File: src/rtl/sram_axi_bridge.sv
// SRAM-like instruction/data ports to a single AXI master.
// One read and one write may be in flight; data reads wait behind writes.
module sram_axi_bridge #(
   parameter logic [3:0] INST_ID = 4'd0,
   parameter logic [3:0] DATA_ID = 4'd1
) (
   input  logic        clk,
   input  logic        reset,
   input  logic        inst_sram_req,
   input  logic [1:0]  inst_sram_size,
   input  logic [31:0] inst_sram_addr,
   output logic        inst_sram_addr_ok,
   output logic        inst_sram_data_ok,
   output logic [31:0] inst_sram_rdata,
   input  logic        data_sram_req,
   input  logic        data_sram_wr,
   input  logic [1:0]  data_sram_size,
   input  logic [3:0]  data_sram_wstrb,
   input  logic [31:0] data_sram_addr,
   input  logic [31:0] data_sram_wdata,
   output logic        data_sram_addr_ok,
   output logic        data_sram_data_ok,
   output logic [31:0] data_sram_rdata,
   output logic [3:0]  arid,
   output logic [31:0] araddr,
   output logic [2:0]  arsize,
   output logic        arvalid,
   input  logic        arready,
   input  logic [3:0]  rid,
   input  logic [31:0] rdata,
   input  logic        rvalid,
   output logic        rready,
   output logic [31:0] awaddr,
   output logic [2:0]  awsize,
   output logic        awvalid,
   input  logic        awready,
   output logic [31:0] wdata,
   output logic [3:0]  wstrb,
   output logic        wvalid,
   input  logic        wready,
   input  logic        bvalid,
   output logic        bready
);

   typedef enum logic [1:0] {R_IDLE, R_ADDR, R_DATA} r_state_e;
   typedef enum logic [1:0] {W_IDLE, W_SEND, W_RESP} w_state_e;

   r_state_e    r_state_q;
   w_state_e    w_state_q;
   logic [31:0] r_addr_q;
   logic [2:0]  r_size_q;
   logic        r_own_q;
   logic        arvalid_q;
   logic        rready_q;
   logic [31:0] w_addr_q;
   logic [2:0]  w_size_q;
   logic [3:0]  w_strb_q;
   logic [31:0] w_data_q;
   logic        awvalid_q;
   logic        wvalid_q;
   logic        bready_q;

   logic r_idle;
   logic w_idle;
   logic d_rd_acc;
   logic i_rd_acc;
   logic wr_acc;
   logic r_done;
   logic unused_rid;

   assign r_idle = (r_state_q == R_IDLE);
   assign w_idle = (w_state_q == W_IDLE);

   assign data_sram_addr_ok = data_sram_req &
      (data_sram_wr ? w_idle : (r_idle & w_idle));
   assign inst_sram_addr_ok = inst_sram_req & r_idle &
      ~(data_sram_req & ~data_sram_wr);

   assign d_rd_acc = data_sram_addr_ok & ~data_sram_wr;
   assign i_rd_acc = inst_sram_addr_ok;
   assign wr_acc   = data_sram_addr_ok & data_sram_wr;

   // rready is held high throughout R_DATA, so rvalid alone completes it
   assign r_done = (r_state_q == R_DATA) & rvalid;

   assign inst_sram_data_ok = r_done & ~r_own_q;
   assign data_sram_data_ok = (r_done & r_own_q) |
      ((w_state_q == W_RESP) & bvalid);
   assign inst_sram_rdata = rdata;
   assign data_sram_rdata = rdata;

   assign arid    = r_own_q ? DATA_ID : INST_ID;
   assign araddr  = r_addr_q;
   assign arsize  = r_size_q;
   assign arvalid = arvalid_q;
   assign rready  = rready_q;
   assign awaddr  = w_addr_q;
   assign awsize  = w_size_q;
   assign awvalid = awvalid_q;
   assign wdata   = w_data_q;
   assign wstrb   = w_strb_q;
   assign wvalid  = wvalid_q;
   assign bready  = bready_q;
   assign unused_rid = ^rid;

   always_ff @(posedge clk or posedge reset) begin
      if (reset) begin
         r_state_q <= R_IDLE;
         r_addr_q  <= '0;
         r_size_q  <= '0;
         r_own_q   <= 1'b0;
         arvalid_q <= 1'b0;
         rready_q  <= 1'b0;
      end else begin
         case (r_state_q)
            R_IDLE: if (d_rd_acc | i_rd_acc) begin
               r_addr_q  <= d_rd_acc ? data_sram_addr : inst_sram_addr;
               r_size_q  <= {1'b0, d_rd_acc ? data_sram_size : inst_sram_size};
               r_own_q   <= d_rd_acc;
               arvalid_q <= 1'b1;
               r_state_q <= R_ADDR;
            end
            R_ADDR: if (arready) begin
               arvalid_q <= 1'b0;
               rready_q  <= 1'b1;
               r_state_q <= R_DATA;
            end
            R_DATA: if (rvalid) begin
               rready_q  <= 1'b0;
               r_state_q <= R_IDLE;
            end
            default: r_state_q <= R_IDLE;
         endcase
      end
   end

   always_ff @(posedge clk or posedge reset) begin
      if (reset) begin
         w_state_q <= W_IDLE;
         w_addr_q  <= '0;
         w_size_q  <= '0;
         w_strb_q  <= '0;
         w_data_q  <= '0;
         awvalid_q <= 1'b0;
         wvalid_q  <= 1'b0;
         bready_q  <= 1'b0;
      end else begin
         case (w_state_q)
            W_IDLE: if (wr_acc) begin
               w_addr_q  <= data_sram_addr;
               w_size_q  <= {1'b0, data_sram_size};
               w_strb_q  <= data_sram_wstrb;
               w_data_q  <= data_sram_wdata;
               awvalid_q <= 1'b1;
               wvalid_q  <= 1'b1;
               w_state_q <= W_SEND;
            end
            W_SEND: begin
               if (awvalid_q & awready) awvalid_q <= 1'b0;
               if (wvalid_q & wready) wvalid_q <= 1'b0;
               // each valid doubles as its channel's pending flag
               if ((~awvalid_q | awready) & (~wvalid_q | wready)) begin
                  bready_q  <= 1'b1;
                  w_state_q <= W_RESP;
               end
            end
            W_RESP: if (bvalid) begin
               bready_q  <= 1'b0;
               w_state_q <= W_IDLE;
            end
            default: w_state_q <= W_IDLE;
         endcase
      end
   end

endmodule

File: config.mk
export PLATFORM = sky130hd
export DESIGN_NAME = sram_axi_bridge
export DESIGN_NICKNAME = d
export VERILOG_FILES = /design/src/rtl/sram_axi_bridge.sv
export SDC_FILE = /design/constraint.sdc
export NUM_CORES = 1
export LEC_CHECK = 0
export CORE_AREA = 2 2 131 133
export DETAILED_ROUTE_END_ITERATION = 12
export DIE_AREA = 0 0 133 135
export PLACE_DENSITY = 0.72
export SETUP_SLACK_MARGIN = 0.3
export SLEW_MARGIN = 10
export SYNTH_ARGS = -nofsm -noshare
export SYNTH_HDL_FRONTEND = slang
export SYNTH_SLANG_ARGS = --single-unit
File: constraint.sdc
create_clock -name clk -period 8.8 [get_ports clk]
set_input_delay 1.76 -clock clk [delete_from_list [all_inputs] [get_ports clk]]
set_output_delay 1.76 -clock clk [all_outputs]
set_load 0.01 [all_outputs]
* Word level (Yosys, flattened, before mapping)
Index checks and enable logic that the tools add are counted.
Word-level totals: flip-flop bits (word level) 114, bits in latches 0, RAM bits 0, memory bits (read-only) 0, word-level logic and storage cells 90, memories kept 0
Cells by class: add/subtract/negate cells 0, multiply operators 0, divide/modulo/power cells 0, order comparisons 0, equal/unequal tests 12, shift operators 0, mux-type cells 26, bitwise logic cells 23, reduce and logical (&&, ||, !) cells 15
Operator list (count):
- two-way mux 32 bit | 1
- AND reduction 3 bit | 7
- AND 1 bit | 14
- two-way mux 2 bit | 7
- inequality test 2 bit (second input constant) | 6
- one-hot mux 2 bit (3 select lines) | 2
- two-way mux 1 bit | 11
- one-hot mux 1 bit (2 select lines) | 5
- nonzero test 2 bit | 4
- NOT 1 bit | 5
- equality test 2 x 1 -> 1 bit (second input constant) | 2
- equality test 2 bit (second input constant) | 2
- logical NOT 2 bit | 2
- inequality test 2 x 1 -> 1 bit (second input constant) | 2
- OR 1 bit | 4
- AND reduction 2 bit | 2

* Depth between registers and ports, before layout
Gate-level depths: netlist of run 1.
depth in word-level cells 8, gate-level depth with buffers 7, gate-level depth less buffers 3

* Worst setup path after synthesis of run 1
Ideal clock, no wire load.
path kind input to output, start input data_sram_req, end output data_sram_addr_ok, arrival 2645 ps, required time 7040 ps, setup slack 4395 ps, stages on the path 4, cell sequence or3b_1 buf_2 clkbuf_1 nor2_1
On the way: cells in the longest elaborated chain, start to end 1
RTL lines:
- from (decl) | RTL line 15 | input logic data_sram_req,
- AND 1 bit | RTL line 74 | assign data_sram_addr_ok = data_sram_req &
- to (decl) | RTL line 21 | output logic data_sram_addr_ok,
No other way between the ends.

* Final worst setup path of run 1
Ends and elaborated chain as after synthesis.

==> metrics, run 1 <==
total number of vias ~4300; Min Clock Period, post-route 5.671 ns; gpl congestion 0.8247; DP HPWL between 10 and 15 mm; worst slew pin tran about 0.94 ns; final wirelength 16.41 mm; status finished clean; Overall Power about 3000 uW; Worst VDD drop ~0.14 mV; Synth top cells by count 114 x dfrtp_1, 77 x buf_4, 63 x mux2_2; Final Cycle Share roughly 64%; Mean Syn Cell Area around 11 sq um; fill count 1467; post-synth top area share between 50% and 60%; Crit Path Class in2out; Slew headroom roughly 38%; max-slew violations 0; Ys Warns 0; Post CTS Setup Buffer Count 0; diode count 0; ratio of total power to cell area ~370 mW/mm^2; Vias per Instance ~5.1; count of final setup violators 0; CTS Buf Count 17; Synth Flop Type dfrtp_1; sequential fraction of the synthesis area between 50% and 60%; Overflow after GRT 0; RSZ-0062 raised after global routing false; DRC 0; async set or reset register ratio after synthesis between 90% and 100%; top cell type by total area after synthesis dfrtp_1; crit path capture type output pin; IO Port Bufs about 230; FP Rows 47; Reg-to-Reg End wdata[16]$_DFFE_PP0P_; largest net degree at the start of global routing 68; FF+latch count, synth between 100 and 150; starting density of the core 32.94%; worst r2r src w_state_q[1]$_DFFE_PP0P_; Max-Cap Viols 0; Die X roughly 130 microns; area of the multi-input gates between 0.0015 and 0.002 sq mm; placed inst area 0.007296 sq mm; first-pass GRT wire length ~25 mm; DRT iter0 DRCs 198; Clock Sinks between 100 and 150; fraction of layout instances using a drive strength above 1 between 10% and 20%; top cells by area, synth dfrtp_1 53%, mux2_2 13%, buf_4 11%, a31oi_1 3.9%, nand4_1 3.9%; die height between 100 and 150 microns; synthesized area between 0.005 and 0.006 sq mm; number of synthesized flops with an enable pin 0; Hold Path Origin wdata[2]$_DFFE_PP0P_; clk root buf clkbuf_16; Hold EP wdata[2]$_DFFE_PP0P_; post-route cell area 0.007918 sq mm; clk buf depth 2; worst-skew pair later-pin latency roughly 0.40 ns; DR WL/cell roughly 19 microns; register area between 0.002 and 0.003 sq mm; Fin Hold WS 0.4951 ns; synthesis-to-layout area growth 46.52%; die footprint 0.01796 sq mm; Fmax 176.3 MHz; All-Layer GR Usage between 10% and 20%; DR pass1 iterations 4; Setup TNS 0 ns; cts hold-fix bufs 0; Final Hold Fails 0; final core utilization 48.26%; Cell variety after synth 33; Resized cells post-CTS 0; Reg2Reg Depth 4; r2r setup slk about 5.5 ns; I/O pin total about 330; vias in the first global route roughly 4700; register clock-pin slew on the reported worst setup and hold paths 0.05 ns; CP Data Required Time just over 7 ns; post-route ant nets 0; Worst Hold Class reg2reg; Max Fanout on Critical Path 37; antenna violations before repair 0; crit path DAT between 3 and 4 ns; H-tree Lvls 4; Clock Skew around 0.0055 ns; nature of the critical path startpoint input port; most common cell in the netlist dfrtp_1; nets@finish approximately 770; Core Region between 0.015 and 0.02 sq mm; LEAKAGE about 0.0031 uW; CTS tree done; WHS Path Cells 1; synthesized netlist cell count roughly 470
-- worst max-delay path: stages --
cell and delay [ns]:
clkdlybuf4s50_1 0.52, or3b_2 0.83, nor2_1 0.22, clkdlybuf4s50_1 0.57
-- cells in the final DEF (no fill, tap or decap), types with 3 or more instances in the layout --
cell type and n:
clkbuf_16 17, nor2b_1 3, dfrtp_1 114, o21ai_1 5, nand4_1 34, inv_1 7, bufinv_16 4, o21ai_0 32
mux2_1 7, o22ai_1 4, clkdlybuf4s50_1 227, mux2_2 63, a31oi_1 34, buf_4 7, conb_1 5, clkbuf_1 4
nor3_1 34, nand2_1 4
-- final cells by class --
type / instances / share of cell area [%]
sequential: 114 / 36.03
timing repair buffer: 234 / 29.36
multi-input combinational: 247 / 22.87
clock buffer: 23 / 5.910
tap: 220 / 3.477
clock inverter: 9 / 1.944
inverter: 8 / 0.4109
-- worst max-delay path by stage --
| stage | cells after the start | to | slack [ns] | from |
|---|---|---|---|---|
| finish | 4 | data_sram_addr_ok | 3.13 | data_sram_req |
| global route | 4 | data_sram_addr_ok | 3.06 | data_sram_req |
| detailed placement | 4 | data_sram_addr_ok | 3.13 | data_sram_req |
| floorplan | 1 | araddr[0]$_DFFE_PP0P_ | 4.02 | reset |
| CTS | 4 | data_sram_addr_ok | 3.13 | data_sram_req |
| global placement | 4 | data_sram_addr_ok | 3.13 | data_sram_req |
-- cells by family after synthesis --
family	count (synthesis)	synth area share [%]
buffers and inverters	116	14.17
flip-flops	114	52.79
AND/OR/NAND/NOR	89	9.377
AO/OA/AOI/OAI	83	9.006
multiplexers	70	14.59
other	1	0.06939
-- power by group --
group          switching (uW)  total (uW)  internal [uW]
sequential                159         953            795
combinational             554        1270            720
clock                     239         728            489
-- flip-flops by register name (all words and copies together), names as in the netlist, 2 cells and up --
name / count
awsize: 2
r_state_q: 2
w_state_q: 2
araddr: 32
arsize: 2
wstrb: 4
awaddr: 32
wdata: 32
-- metal layers --
| layer | vias to the layer above | global-route usage (%) | wire (microns) |
|---|---|---|---|
| met4 | 0 | 9.976 | 535 |
| met2 | 248 | 30.48 | 8088 |
| met5 | - | 0 | 0 |
| met3 | 47 | 6.344 | 1410 |
| li1 | 1930 | - | - |
| met1 | 2120 | 20.29 | 6376 |
-- through the flow --
stage,setup slack [ns],cells
2_1_floorplan,4.024,477
3_3_place_gp,3.126,823
3_5_place_dp,3.132,823
4_1_cts,3.126,855
5_1_grt,3.058,855
6_report,3.129,855
Power figures use the tool's default switching activity.
==> run 2: changes to the inputs <==
CORE_AREA = default   (was 2 2 131 133)
CORE_MARGIN = 1   (was default)
CORE_UTILIZATION = 34   (was default)
DIE_AREA = default   (was 0 0 133 135)
PLACE_DENSITY = 0.78   (was 0.72)
clock period = 5.2 ns   (was 8.8 ns; I/O delays follow)
==> run 2 against run 1 <==
  * Register-to-register slack lost 3.1 ns
  * Clock skew rose by 0.0076 ns
  * Worst hold slack worse by 0.0049 ns
  * Core utilization is 3.8 points higher
  * Via count fell by 0.12%
  * Total power up 73%
  * First-iteration DRC count rose by 61%
  * Non-clock buffer count rose by 3
  * Critical path depth grew 1
  * Largest power group unchanged
  * Worst setup slack worse by 1.8 ns
  * Sequential power up 69%
==> metrics, run 2 (synthesis results as in run 1) <==
max-slew violations 0 (unchanged); DR WL/cell 18.97 microns (-1.1%); Die X 128.1 microns (-3.7%); worst-skew pair later-pin latency 0.41 ns (about the same); Slew headroom 35.67% (-1.9 points); Worst Hold Class reg2reg; Hold Path Origin wdata[1]$_DFFE_PP0P_; first-pass GRT wire length 25.01 mm (-0.22%); Min Clock Period, post-route roughly 3.8 ns; worst path bufs/invs 3 (+1); Clock Sinks 114 (unchanged); diode count 0 (unchanged); starting density of the core 35.16% (+2.2 points); final core utilization 52.02% (+3.8 points); CTS Buf Count 17 (unchanged); WHS Path Cells 1 (unchanged); antenna violations before repair 0 (unchanged); largest net degree at the start of global routing 61 (-10%); LEAKAGE 0.003169 uW (+1.4%); IO Port Bufs 227 (unchanged); Core Region 0.01537 sq mm (-6.3%); total number of vias 4340 (-0.12%); Worst VDD drop 0.2781 mV (+95%); Clock Skew 0.01316 ns (+0.007647 ns); FP Rows 45 (-4.3%); H-tree Lvls 4 (unchanged); Reg-to-Reg End wdata[3]$_DFFE_PP0P_; crit path cell chain clkdlybuf4s50_1 > or3b_1 > buf_4 > nor2_1 > clkdlybuf4s50_1; Fin Hold WS 0.4902 ns (-0.004942 ns); Final Cycle Share 74.02%; Final Hold Fails 0 (unchanged); DRC 0 (unchanged); commonest non-fill, non-tap cells in the layout 227 x clkdlybuf4s50_1, 114 x dfrtp_1, 63 x mux2_2; die footprint 0.01640 sq mm (-8.6%); crit path capture type output pin; most common cell after layout, fill and taps aside clkdlybuf4s50_1; Non-Filler Instances 849 (-0.70%); Crit Path Class in2out; DP Worst Slack 1.259 ns (-1.873 ns); gpl congestion 0.7761 (-5.9%); final wirelength 16.11 mm (-1.8%); nature of the critical path startpoint input port; CP max stage cell clkdlybuf4s50_1; Reg2Reg Depth 6 (+2); clk root buf clkbuf_16; ratio of total power to cell area 639.0 mW/mm^2 (+71%); worst r2r src w_state_q[1]$_DFFE_PP0P_; Fmax 259.8 MHz; die height 128.1 microns (-5.1%); CTS tree done; area of the multi-input gates 0.001813 sq mm (+0.14%); most used cell, CP clkdlybuf4s50_1; Resized cells post-CTS 0 (unchanged); synthesis-to-layout area growth 47.97%; post-route ant nets 0 (unchanged); vias in the first global route 4732 (+1.5%); worst slew pin tran 0.9627 ns (+0.02548 ns); placed cells 817 (-0.73%); Max Fanout on Critical Path 15 (-59%); cell family with most CP delay buffers and inverters; DP HPWL 11.22 mm (-1.4%); r2r setup slk 2.38 ns (-3.12 ns); DR pass1 iterations 5 (+1); DRT iter0 DRCs 319 (+61%); Overflow after GRT 0 (unchanged); crit path DAT 2.81 ns (-1.10 ns); nets@finish 775 (+0.39%); register area 0.002853 sq mm (unchanged); clk buf depth 2 (unchanged); count of final setup violators 0 (unchanged); CP Data Required Time 4.16 ns (-2.88 ns); RSZ-0062 raised after global routing false; register clock-pin slew on the reported worst setup and hold paths 0.06 ns (about the same); Max-Cap Viols 0 (unchanged); Final WS setup 1.351 ns (-1.778 ns); All-Layer GR Usage 20.00% (+1.8 points); Setup TNS 0 ns (unchanged); fraction of layout instances using a drive strength above 1 17.40% (+1.0 points); Hold EP wdata[1]$_DFFE_PP0P_; fill count 1311 (-11%); cts hold-fix bufs 0 (unchanged); I/O pin total 333 (unchanged); status finished clean; Vias per Instance 5.112 (+0.59%); slowest stage delay, CP 0.56 ns (-0.27 ns); Post CTS Setup Buffer Count 0 (unchanged)
run 2: worst max path at each step:
stage,cells past startpoint,to,startpoint
6_report,5,data_sram_addr_ok,data_sram_req
5_1_grt,5,data_sram_addr_ok,data_sram_req
4_1_cts,5,data_sram_addr_ok,data_sram_req
3_5_place_dp,7,awaddr[6]$_DFFE_PP0P_,data_sram_req
3_3_place_gp,7,wdata[21]$_DFFE_PP0P_,data_sram_req
2_1_floorplan,1,araddr[0]$_DFFE_PP0P_,reset
run 2: through the flow:
| stage | instance area [sq um] | total power (uW) |
|---|---|---|
| detailed placement | 7322 | 3787 |
| global placement | 7322 | 3711 |
| CTS | 7996 | 5159 |
| global route | 7996 | 5372 |
| finish | 7996 | 5109 |
| floorplan | 5419 | 2623 |
run 2: layout make-up:
cell class                 count  share of cell area [%]
sequential                   114                   35.68
tap                          211                   3.302
timing repair buffer         237                   29.51
clock buffer                  18                   5.492
inverter                       8                  0.4068
multi-input combinational    247                   22.67
clock inverter                14                   2.942
run 2: per-layer routing:
metal  global-route usage (%)  routed length, microns  up-vias
li1                         -                       -     1941
met5                        0                       0        -
met1                    22.51                    6107     2136
met4                    9.412                     236        0
met3                    7.554                    1510       29
met2                    33.50                    8254      234
run 2: worst register-to-register path, stage by stage, from the launching register on:
cell and delay, ns:
dfrtp_1 0.43, or3b_1 0.40, buf_4 0.21, buf_4 0.24, nor2_4 0.68, buf_12 0.35, mux2_1 0.40
run 2: power by group:
part / switching, uW / internal [uW]
registers: 265 / 1340
logic: 938 / 1230
clock network: 422 / 909
total: 1620 / 3480
==> run 3: changes to the inputs <==
CORE_AREA = 2 2 128 130   (was default)
CORE_MARGIN = default   (was 1)
CORE_UTILIZATION = default   (was 34)
DIE_AREA = 0 0 130 132   (was default)
PLACE_DENSITY = 0.75   (was 0.78)
clock period = 3.9 ns   (was 5.2 ns; I/O delays follow)
==> run 3 against run 2 <==
  * Global-route usage fell by 0.62 points
  * Worst hold slack got worse by 0.0031 ns
  * Largest power group unchanged
  * Count of clock-buffer cells in the layout unchanged
==> metrics, run 3 (synthesis results as in run 1) <==
met1 usage in global routing 22.21% (-0.30 points); count of final setup violators 0 (unchanged); crit path DAT 2.50 ns (-0.31 ns); ratio of total power to cell area 844.5 mW/mm^2 (+32%); DRC 0 (unchanged); die height 132 microns (+3.1%); met2 usage 33.16% (-0.35 points); worst-skew pair later-pin latency 0.41 ns (about the same); Post CTS Setup Buffer Count 0 (unchanged); Max Fanout on Critical Path 3 (-12); Min Clock Period, post-route 3.277 ns; diode count 0 (unchanged); Worst VDD drop 0.3337 mV (+20%); starting density of the core 34.39% (-0.76 points); Overflow after GRT 0 (unchanged); final wirelength 16.58 mm (+2.9%); clk buf depth 2 (unchanged); worst slew pin tran 0.7778 ns (-0.1849 ns); Setup TNS 0 ns (unchanged); fraction of layout instances using a drive strength above 1 17.50% (+0.10 points); post-route ant nets 0 (unchanged); largest net degree at the start of global routing 52 (-15%); DP HPWL 11.82 mm (+5.4%); FP Rows 46 (+2.2%); Final Cycle Share between 80% and 90%; crit path capture type output pin; Slew headroom 48.04% (+12 points); max-slew violations 0 (unchanged); synthesis-to-layout area growth 47.72%; CP Data Required Time 3.12 ns (-1.04 ns); nature of the critical path startpoint input port; Die X 130 microns (+1.5%); IO Port Bufs 227 (unchanged); met3 Resource Use GR 6.494% (-1.1 points); Max-Cap Viols 0 (unchanged); nets@finish 777 (+0.26%); RSZ-0062 raised after global routing false; most common cell after layout, fill and taps aside clkdlybuf4s50_1; Worst Hold Class reg2reg; CTS tree done; CTS Buf Count 17 (unchanged); I/O pin total 333 (unchanged); Crit Path Class in2out; Fmax slightly above 300 MHz; Core Region 0.01571 sq mm (+2.2%); antenna violations before repair 1 (+1); Resized cells post-CTS 0 (unchanged); Clock Sinks 114 (unchanged); LEAKAGE 0.003163 uW (-0.18%); register clock-pin slew on the reported worst setup and hold paths 0.05 ns (about the same); Overall Power 6741 uW (+32%); vias in the first global route 4629 (-2.2%); Vias per Instance 5.141 (+0.58%); Clock Skew 0.006357 ns (-0.006808 ns); Final Hold Fails 0 (unchanged); first-pass GRT wire length 25.57 mm (+2.2%); commonest non-fill, non-tap cells in the layout 227 x clkdlybuf4s50_1, 114 x dfrtp_1, 63 x mux2_2; gr busiest metal met2; total number of vias 4401 (+1.4%); status finished clean; DRT iter0 DRCs 230 (-28%); DR pass1 iterations 7 (+2); clk root buf clkbuf_16; DR WL/cell 19.37 microns (+2.1%); cts hold-fix bufs 0 (unchanged); H-tree Lvls 4 (unchanged); All-Layer GR Usage 19.38% (-0.62 points); gpl congestion 0.8043 (+3.6%); die footprint 0.01716 sq mm (+4.6%)
run 3: report_power, final:
part / internal [uW] / leakage [uW] / switching, uW
Clock: 1130 / 0.000310 / 560
Combinational: 1640 / 0.00151 / 1270
Sequential: 1790 / 0.00135 / 348
run 3: final timing paths:
path                                                from                     to  slack (ns)  cells past startpoint
worst max-delay path                       data_sram_req      data_sram_addr_ok        0.62                      4
worst min-delay path               awsize[0]$_DFFE_PP0P_  awsize[0]$_DFFE_PP0P_        0.49                      1
worst max register to register  w_state_q[1]$_DFFE_PP0P_  wdata[24]$_DFFE_PP0P_        1.45                      5
worst min register to register     awsize[0]$_DFFE_PP0P_  awsize[0]$_DFFE_PP0P_        0.49                      1
max in group asynchronous                          reset  wdata[30]$_DFFE_PP0P_        2.32                      3
min in group asynchronous                          reset  wdata[25]$_DFFE_PP0P_        0.85                      2
run 3: per-stage QoR:
| step | hold slack, ns | std cells | cell area, sq um | setup WS (ns) | util (%) |
|---|---|---|---|---|---|
| after floorplan | 0.5152 | 477 | 5423 | 1.455 | - |
| after global placement | 0.4691 | 824 | 7342 | 0.6671 | 46.73 |
| after detailed placement | 0.4759 | 824 | 7342 | 0.5890 | 46.73 |
| after CTS | 0.4881 | 856 | 7983 | 0.6225 | 50.80 |
| after global routing | 0.5151 | 856 | 7983 | 0.5770 | 50.80 |
| final | 0.4871 | 856 | 7983 | 0.6228 | 50.80 |
run 3: worst max-delay path, cell delays in order:
cell and delay (ns):
clkdlybuf4s50_1 0.53, or3b_2 0.48, nor2_1 0.15, clkdlybuf4s50_1 0.56
run 3: final cells by class:
class                           instances  area, sq um
Timing Repair Buffer                  239         2375
Clock inverter                         14        211.5
Inverter                                8        33.78
Tap cell                              216        270.3
Sequential cell                       114         2853
Fill cell                            1378         7730
Multi-Input combinational cell        247         1810
Clock buffer                           18        429.2
run 3: per-layer routing:
metal,wire length (microns),share of wire (%)
met5,0,0
met4,404,2.4
met3,1610,9.7
met2,8297,50
met1,6268,38
